<file path="src/rtl/paddle_oneshot_if.sv">
// rtl/paddle_oneshot_if.sv - paddle trigger, position and one-shot pulse bundle
interface paddle_oneshot_if;
  logic       PAD_TRG_N;
  logic [1:0] MODE;
  logic [7:0] PAD1_POS;
  logic [7:0] PAD2_POS;
  logic [1:0] PAD_UP;
  logic [1:0] PAD_DN;
  logic       PAD1_OUT;
  logic       PAD2_OUT;
  logic [7:0] POS1;
  logic [7:0] POS2;

  modport master (
    output PAD_TRG_N, MODE, PAD1_POS, PAD2_POS, PAD_UP, PAD_DN,
    input  PAD1_OUT, PAD2_OUT, POS1, POS2
  );

  modport slave (
    input  PAD_TRG_N, MODE, PAD1_POS, PAD2_POS, PAD_UP, PAD_DN,
    output PAD1_OUT, PAD2_OUT, POS1, POS2
  );
endinterface

</file>
<file path="src/rtl/paddle_oneshot.sv">
// rtl/paddle_oneshot.sv - two non-retriggerable 555-style paddle one-shots
module paddle_oneshot #(
  parameter int MIN_CYCLES  = 7280,
  parameter int STEP_CYCLES = 364,
  parameter int SPEED       = 4,
  parameter int CNT_W       = 17
) (
  input logic              CLK,
  input logic              FPGA_RESET_N,
  paddle_oneshot_if.slave  bus
);

  typedef enum logic {IDLE, ACTIVE} state_t;

  localparam logic [8:0] SPD9 = 9'(SPEED);

  state_t           state_q [2];
  state_t           state_d [2];
  logic [CNT_W-1:0] cnt_q   [2];
  logic [CNT_W-1:0] cnt_d   [2];
  logic [7:0]       pos_q   [2];
  logic [7:0]       pos_d   [2];
  logic [7:0]       rel_q   [2];
  logic [7:0]       rel_d   [2];
  logic             out_q   [2];
  logic             out_d   [2];
  logic [7:0]       abs_pos [2];
  logic             trg_d;
  logic             trg_evt;

  // trg_d resets low so a trigger already low at reset release is not an edge
  assign trg_evt    = !bus.PAD_TRG_N && trg_d;
  assign abs_pos[0] = bus.PAD1_POS;
  assign abs_pos[1] = bus.PAD2_POS;

  function automatic logic [CNT_W-1:0] last_count(input logic [7:0] p);
    return CNT_W'(MIN_CYCLES) + CNT_W'(p) * CNT_W'(STEP_CYCLES) - CNT_W'(1);
  endfunction

  function automatic logic [7:0] rel_next(input logic [7:0] r, input logic up, input logic dn);
    logic [8:0] r9;
    r9 = {1'b0, r};
    if (up && !dn) return (r9 < SPD9) ? 8'd0 : 8'(r9 - SPD9);
    if (dn && !up) return ((r9 + SPD9) > 9'd255) ? 8'd255 : 8'(r9 + SPD9);
    return r;
  endfunction

  always_comb begin
    for (int i = 0; i < 2; i++) begin
      state_d[i] = state_q[i];
      cnt_d[i]   = cnt_q[i];
      pos_d[i]   = pos_q[i];
      rel_d[i]   = rel_q[i];
      out_d[i]   = out_q[i];
      // relative register steps once per frame whatever the mode or channel state
      if (trg_evt) rel_d[i] = rel_next(rel_q[i], bus.PAD_UP[i], bus.PAD_DN[i]);
      case (state_q[i])
        IDLE: begin
          if (trg_evt) begin
            pos_d[i]   = bus.MODE[i] ? rel_q[i] : abs_pos[i];
            cnt_d[i]   = last_count(pos_d[i]);
            out_d[i]   = 1'b1;
            state_d[i] = ACTIVE;
          end
        end
        ACTIVE: begin
          if (cnt_q[i] == '0) begin
            out_d[i]   = 1'b0;
            state_d[i] = IDLE;
          end else begin
            cnt_d[i] = cnt_q[i] - CNT_W'(1);
          end
        end
        default: state_d[i] = IDLE;
      endcase
    end
  end

  always_ff @(posedge CLK or negedge FPGA_RESET_N) begin
    if (!FPGA_RESET_N) begin
      trg_d <= 1'b0;
      for (int i = 0; i < 2; i++) begin
        state_q[i] <= IDLE;
        cnt_q[i]   <= '0;
        pos_q[i]   <= 8'd128;
        rel_q[i]   <= 8'd128;
        out_q[i]   <= 1'b0;
      end
    end else begin
      trg_d <= bus.PAD_TRG_N;
      for (int i = 0; i < 2; i++) begin
        state_q[i] <= state_d[i];
        cnt_q[i]   <= cnt_d[i];
        pos_q[i]   <= pos_d[i];
        rel_q[i]   <= rel_d[i];
        out_q[i]   <= out_d[i];
      end
    end
  end

  assign bus.PAD1_OUT = out_q[0];
  assign bus.PAD2_OUT = out_q[1];
  assign bus.POS1     = pos_q[0];
  assign bus.POS2     = pos_q[1];

endmodule

</file>
<file path="src/flat_wrapper.sv">
// flat-port wrapper written by rule: the top's interface ports become plain ports
module paddle_oneshot_flat 
#(
  parameter int MIN_CYCLES  = 7280,
  parameter int STEP_CYCLES = 364,
  parameter int SPEED       = 4,
  parameter int CNT_W       = 17
)
  (CLK, FPGA_RESET_N, bus_PAD_TRG_N, bus_MODE, bus_PAD1_POS, bus_PAD2_POS, bus_PAD_UP, bus_PAD_DN, bus_PAD1_OUT, bus_PAD2_OUT, bus_POS1, bus_POS2);
  paddle_oneshot_if bus_i ();
  input logic CLK;
  input logic FPGA_RESET_N;
  input wire logic [$bits(bus_i.PAD_TRG_N)-1:0] bus_PAD_TRG_N;
  input wire logic [$bits(bus_i.MODE)-1:0] bus_MODE;
  input wire logic [$bits(bus_i.PAD1_POS)-1:0] bus_PAD1_POS;
  input wire logic [$bits(bus_i.PAD2_POS)-1:0] bus_PAD2_POS;
  input wire logic [$bits(bus_i.PAD_UP)-1:0] bus_PAD_UP;
  input wire logic [$bits(bus_i.PAD_DN)-1:0] bus_PAD_DN;
  output wire logic [$bits(bus_i.PAD1_OUT)-1:0] bus_PAD1_OUT;
  output wire logic [$bits(bus_i.PAD2_OUT)-1:0] bus_PAD2_OUT;
  output wire logic [$bits(bus_i.POS1)-1:0] bus_POS1;
  output wire logic [$bits(bus_i.POS2)-1:0] bus_POS2;
  assign bus_i.PAD_TRG_N = bus_PAD_TRG_N;
  assign bus_i.MODE = bus_MODE;
  assign bus_i.PAD1_POS = bus_PAD1_POS;
  assign bus_i.PAD2_POS = bus_PAD2_POS;
  assign bus_i.PAD_UP = bus_PAD_UP;
  assign bus_i.PAD_DN = bus_PAD_DN;
  assign bus_PAD1_OUT = bus_i.PAD1_OUT;
  assign bus_PAD2_OUT = bus_i.PAD2_OUT;
  assign bus_POS1 = bus_i.POS1;
  assign bus_POS2 = bus_i.POS2;
  paddle_oneshot #(.MIN_CYCLES(MIN_CYCLES), .STEP_CYCLES(STEP_CYCLES), .SPEED(SPEED), .CNT_W(CNT_W)) u_core (.CLK(CLK), .FPGA_RESET_N(FPGA_RESET_N), .bus(bus_i));
endmodule
</file>
<file path="config.mk">
export PLATFORM = sky130hd
export DESIGN_NAME = paddle_oneshot_flat
export DESIGN_NICKNAME = d
export VERILOG_FILES = /design/src/rtl/paddle_oneshot_if.sv /design/src/rtl/paddle_oneshot.sv /design/src/flat_wrapper.sv
export SDC_FILE = /design/constraint.sdc
export NUM_CORES = 1
export LEC_CHECK = 0
export CAP_MARGIN = 15
export CORE_MARGIN = 2
export CORE_UTILIZATION = 60
export CTS_BUF_LIST = sky130_fd_sc_hd__clkbuf_4
export CTS_CLUSTER_SIZE = 8
export DETAILED_ROUTE_END_ITERATION = 7
export PLACE_DENSITY = 0.86
export SYNTH_ARGS = -nofsm -noshare
export SYNTH_HDL_FRONTEND = slang
export SYNTH_SLANG_ARGS = --single-unit
</file>
<file path="constraint.sdc">
create_clock -name CLK -period 6.5 [get_ports CLK]
set_input_delay 0.65 -clock CLK [delete_from_list [all_inputs] [get_ports CLK]]
set_output_delay 0.65 -clock CLK [all_outputs]
set_load 0.05 [all_outputs]
</file>
==> report_table.html <==
<table>
<tr><th>Metric</th><th>Value</th></tr>
<tr><th colspan="2">Routing</th></tr>
<tr><td>Detailed-routing iteration count for the pre-antenna-repair pass</td><td>5</td></tr>
<tr><td>DRC violation total after the first TritonRoute iteration</td><td>470</td></tr>
<tr><td>Count of antenna-violating nets left after detailed routing</td><td>0</td></tr>
<tr><td>Post-route DRC violation count</td><td>0</td></tr>
<tr><td>Routed wire length</td><td>16320 um</td></tr>
<tr><td>Average routed wire per standard cell</td><td>15.62 um</td></tr>
<tr><td>Via total after detailed routing</td><td>around 6400</td></tr>
<tr><td>Post-DR vias/cell</td><td>between 6 and 7</td></tr>
<tr><th colspan="2">STA</th></tr>
<tr><td>Worst-case clock skew</td><td>around 15 ps</td></tr>
<tr><td>Setup repair after global routing missed its margin</td><td>no</td></tr>
<tr><td>Final setup violation count</td><td>0</td></tr>
<tr><td>Highest clock rate</td><td>approximately 0.17 GHz</td></tr>
<tr><td>Share of the clock period used by the worst path</td><td>91.46%</td></tr>
<tr><td>Minimum clock period</td><td>5945 ps</td></tr>
<tr><td>Worst-case headroom to the max-slew limit</td><td>between 20% and 30%</td></tr>
<tr><td>Number of hold violations in the final report</td><td>0</td></tr>
<tr><td>Slew Viols, Final</td><td>0</td></tr>
<tr><td>Final setup TNS</td><td>0 ps</td></tr>
<tr><td>Worst Max-Slew Pin Slew</td><td>between 1000 and 1500 ps</td></tr>
<tr><th colspan="2">Clocking</th></tr>
<tr><td>CTS clk-pin slew, worst paths</td><td>roughly 120 ps</td></tr>
<tr><td>Post-CTS Setup Repair Bufs</td><td>0</td></tr>
<tr><td>Clock tree from TritonCTS</td><td>yes</td></tr>
<tr><td>Worst skew pair latency</td><td>450 ps</td></tr>
<tr><td>Resized Gates After CTS</td><td>0</td></tr>
<tr><td>Quantity of hold-fixing buffers added after cts</td><td>0</td></tr>
<tr><td>Clock H-tree levels</td><td>3</td></tr>
<tr><td>Number of buffers on the longest clock path</td><td>2</td></tr>
<tr><td>TritonCTS Sinks</td><td>71</td></tr>
<tr><td>CTS root buf</td><td>clkbuf_4</td></tr>
<tr><td>Number of buffers added by the clock tree synthesis step</td><td>9</td></tr>
<tr><th colspan="2">Finish</th></tr>
<tr><td>Area Overhead vs Synth</td><td>9.066%</td></tr>
<tr><td>Final layout net count</td><td>between 1000 and 1500</td></tr>
<tr><td>Ratio of cells with drive above 1 in the final layout</td><td>6.347%</td></tr>
<tr><td>Number of inserted diodes</td><td>0</td></tr>
<tr><th colspan="2">Worst setup path</th></tr>
<tr><td>Crit path cell chain</td><td>clkdlybuf4s50_1 -&gt; mux2_2 -&gt; ha_1 -&gt; inv_1 -&gt; fa_1 -&gt; inv_1 -&gt; fa_1 -&gt; inv_1 -&gt; fa_1 -&gt; inv_1 -&gt; ha_1 -&gt; nand2b_1 -&gt; or4b_2 -&gt; o41ai_1 -&gt; o21bai_1 -&gt; a2111oi_2 -&gt; xor2_1 -&gt; xnor2_1 -&gt; o21ai_1</td></tr>
<tr><td>Reg2reg start</td><td>u_core.rel_q[4]</td></tr>
<tr><td>Type of origin of the critical path</td><td>input port</td></tr>
<tr><td>R2r endpoint</td><td>u_core.cnt_q[16]</td></tr>
<tr><td>Slowest cell delay on critical path</td><td>720 ps</td></tr>
<tr><td>Cell count of the worst reg-to-reg path</td><td>18</td></tr>
<tr><td>Crit path max-delay family</td><td>adder cells</td></tr>
<tr><td>Critical path buffer and inverter count</td><td>5</td></tr>
<tr><td>Slowest-stage cell, CP</td><td>clkdlybuf4s50_1</td></tr>
<tr><td>Data arrival time of the worst path</td><td>6270 ps</td></tr>
<tr><td>Required time at the worst-slack endpoint</td><td>6820 ps</td></tr>
<tr><td>Worst setup EP type</td><td>flip-flop</td></tr>
<tr><td>Critical path type</td><td>in2reg</td></tr>
<tr><td>R2R Setup Slk</td><td>around 1000 ps</td></tr>
<tr><td>Most Frequent Cell on Critical Path</td><td>inv_1</td></tr>
<tr><td>Crit path max fanout</td><td>8</td></tr>
<tr><th colspan="2">Die</th></tr>
<tr><td>Total I/O pin count</td><td>43</td></tr>
<tr><td>Die height</td><td>~110 um</td></tr>
<tr><td>Floorplan row count</td><td>40</td></tr>
<tr><td>DIE AREA</td><td>about 0.013 sq mm</td></tr>
<tr><td>X dimension of the die</td><td>between 100 and 150 um</td></tr>
<tr><td>Effective utilization at floorplan</td><td>approximately three fifths</td></tr>
<tr><td>Placeable Area</td><td>approximately 0.012 sq mm</td></tr>
<tr><th colspan="2">Global route</th></tr>
<tr><td>GRT Overall Usage</td><td>a little over a quarter</td></tr>
<tr><td>First-pass GRT wire length</td><td>~28000 um</td></tr>
<tr><td>Number of antenna violations at the first check in global routing</td><td>0</td></tr>
<tr><td>Final global-route overflow total</td><td>0</td></tr>
<tr><td>Number of global-route vias before repair</td><td>6051</td></tr>
<tr><td>Largest net degree at the start of global routing</td><td>72</td></tr>
<tr><th colspan="2">Placed design</th></tr>
<tr><td>Detail Placement HPWL</td><td>12530 um</td></tr>
<tr><td>Routability congestion estimate</td><td>0.9265</td></tr>
<tr><td>Port Buffer Count</td><td>42</td></tr>
<tr><th colspan="2">Logic synthesis</th></tr>
<tr><td>FFs w/ async S/R, synth</td><td>100.0%</td></tr>
<tr><td>Number of synthesized flops with an enable pin</td><td>0</td></tr>
<tr><td>Fraction of the mapped netlist area in compound gates</td><td>between 10% and 20%</td></tr>
<tr><td>Library cell with the highest instance count after synthesis</td><td>inv_1</td></tr>
<tr><td>Leading cell types by count after synthesis</td><td>88 x inv_1, 86 x ha_1, 82 x nand2_1, 68 x o21ai_0, 67 x dfrtp_1</td></tr>
<tr><td>Area share of and/or/nand/nor cells after synthesis</td><td>between 10% and 20%</td></tr>
<tr><td>Synth cell types</td><td>75</td></tr>
<tr><td>Dominant register cell in the synthesized netlist</td><td>dfrtp_1</td></tr>
<tr><td>Number of register bits inferred by synthesis</td><td>71</td></tr>
<tr><td>Register area share after synthesis</td><td>around a quarter</td></tr>
<tr><td>Adder and majority gate portion of the synthesized area</td><td>between 20 and 25%</td></tr>
<tr><td>Dominant combinational cell family by area after synthesis</td><td>adder cells</td></tr>
<tr><td>Gate Count Post-Synth</td><td>860</td></tr>
<tr><td>Cell area after synthesis</td><td>approximately 0.0072 sq mm</td></tr>
<tr><td>Xor-xnor portion of the synthesized cell area</td><td>5.405%</td></tr>
<tr><td>Synth area leader</td><td>dfrtp_1</td></tr>
<tr><td>Average cell area after synthesis</td><td>~8.4 sq um</td></tr>
<tr><td>Top-area cell type share of the netlist area</td><td>a little under a quarter</td></tr>
<tr><td>Net Count, Synth</td><td>roughly 1000</td></tr>
<tr><td>Ys Warns</td><td>0</td></tr>
<tr><td>Cell types occupying the most area after synthesis</td><td>dfrtp_1 23%, ha_1 15%, fa_1 7.7%, o21ai_0 4.7%, inv_1 4.6%</td></tr>
<tr><td>Share of cell area taken by muxes after synthesis</td><td>approximately 2.8%</td></tr>
<tr><th colspan="2">Run</th></tr>
<tr><td>Max cap viols</td><td>0</td></tr>
<tr><th colspan="2">Min path</th></tr>
<tr><td>Tightest Hold Check Type</td><td>in2async</td></tr>
<tr><th colspan="2">Status</th></tr>
<tr><td>Run status</td><td>complete, no violations</td></tr>
</table>
-- routing by layer --
layer	global-route usage, %	wire length, um	up-vias
li1	-	-	3116
met1	33.21	7185	3055
met2	45.35	8025	164
met3	3.879	706	37
met4	9.756	401	0
met5	0	0	-
-- worst register-to-register path, cell delays in order (launching register included) --
cell and delay [ps]:
dfrtp_1 520, mux2_2 370, ha_1 330, inv_1 70, fa_1 530, inv_1 60, fa_1 510, inv_1 60
fa_1 500, inv_1 40, ha_1 380, nand2b_1 180, or4b_2 600, o41ai_1 100, o21bai_1 230, a2111oi_2 450
xor2_1 210, xnor2_1 140, o21ai_1 80
-- worst max path at each step --
stage	from	end	slack (ps)	depth (start not counted)
2_1_floorplan	bus_MODE[1]	u_core.cnt_q[16]	740	21
3_3_place_gp	bus_MODE[1]	u_core.cnt_q[16]	280	19
3_5_place_dp	bus_MODE[1]	u_core.cnt_q[16]	90	19
4_1_cts	bus_MODE[1]	u_core.cnt_q[16]	580	19
5_1_grt	bus_MODE[1]	u_core.cnt_q[16]	320	19
6_report	bus_MODE[1]	u_core.cnt_q[16]	560	19
-- sequential cells by signal, summed over array words and instances, names as in the netlist --
signal,cells
u_core.cnt_q,34
u_core.bus.PAD1_OUT,1
u_core.rel_q,16
u_core.bus.PAD2_OUT,1
u_core.bus.POS2,8
u_core.state_q,2
u_core.trg_d,1
u_core.bus.POS1,8
-- cell families (layout without fill, tap and decap cells) --
logic type | count (synthesis) | in the layout
AOI/OAI and AO/OA | 230 | 230
xor gates and xnor gates | 43 | 43
adders and majority gates | 114 | 114
buffers and inverters | 118 | 156
DFF | 71 | 71
muxes | 19 | 19
and+or+nand+nor | 265 | 265
-- area by class of cell --
cell class,instances,area (sq um)
clock buffer,11,82.58
inverter,89,336.6
sequential,71,1782
tap,147,183.9
timing repair buffer,51,485.5
multi-input combinational,671,5007
clock inverter,5,25.02
fill,966,4009
-- placed cells by master (no fill, tap or decap), types with 7 or more instances in the layout --
| cell type | n |
|---|---|
| a21oi_1 | 63 |
| inv_1 | 88 |
| o21ai_0 | 68 |
| clkdlybuf4s50_1 | 41 |
| xor2_1 | 19 |
| nand3_1 | 26 |
| buf_4 | 10 |
| ha_1 | 86 |
| nor2_1 | 58 |
| xnor2_1 | 23 |
| dfrtp_1 | 67 |
| nand2_1 | 82 |
| nand2b_1 | 15 |
| nor3_1 | 17 |
| fa_1 | 28 |
| a21o_1 | 8 |
| o22ai_1 | 7 |
| a211oi_1 | 10 |
| nor2b_1 | 9 |
| or4_1 | 7 |
| mux2i_1 | 9 |
| a31oi_1 | 8 |
| or3_1 | 12 |
| mux2_2 | 10 |
| clkbuf_4 | 11 |
-- per-stage QoR --
stage	setup slack [ps]	util, %	area [sq um]	instances	hold WS (ps)
floorplan	738.3	-	7246	860	354.4
CTS	581.4	66.34	7903	1045	361.8
global route	324.3	66.34	7903	1045	401.7
global placement	279.5	65.44	7795	1029	457.1
detailed placement	85.56	65.44	7795	1029	462.0
finish	555.4	66.34	7903	1045	338.1
Power is not shown: default switching activity piles up to over one toggle a cycle in this logic, so the estimate is an artifact.
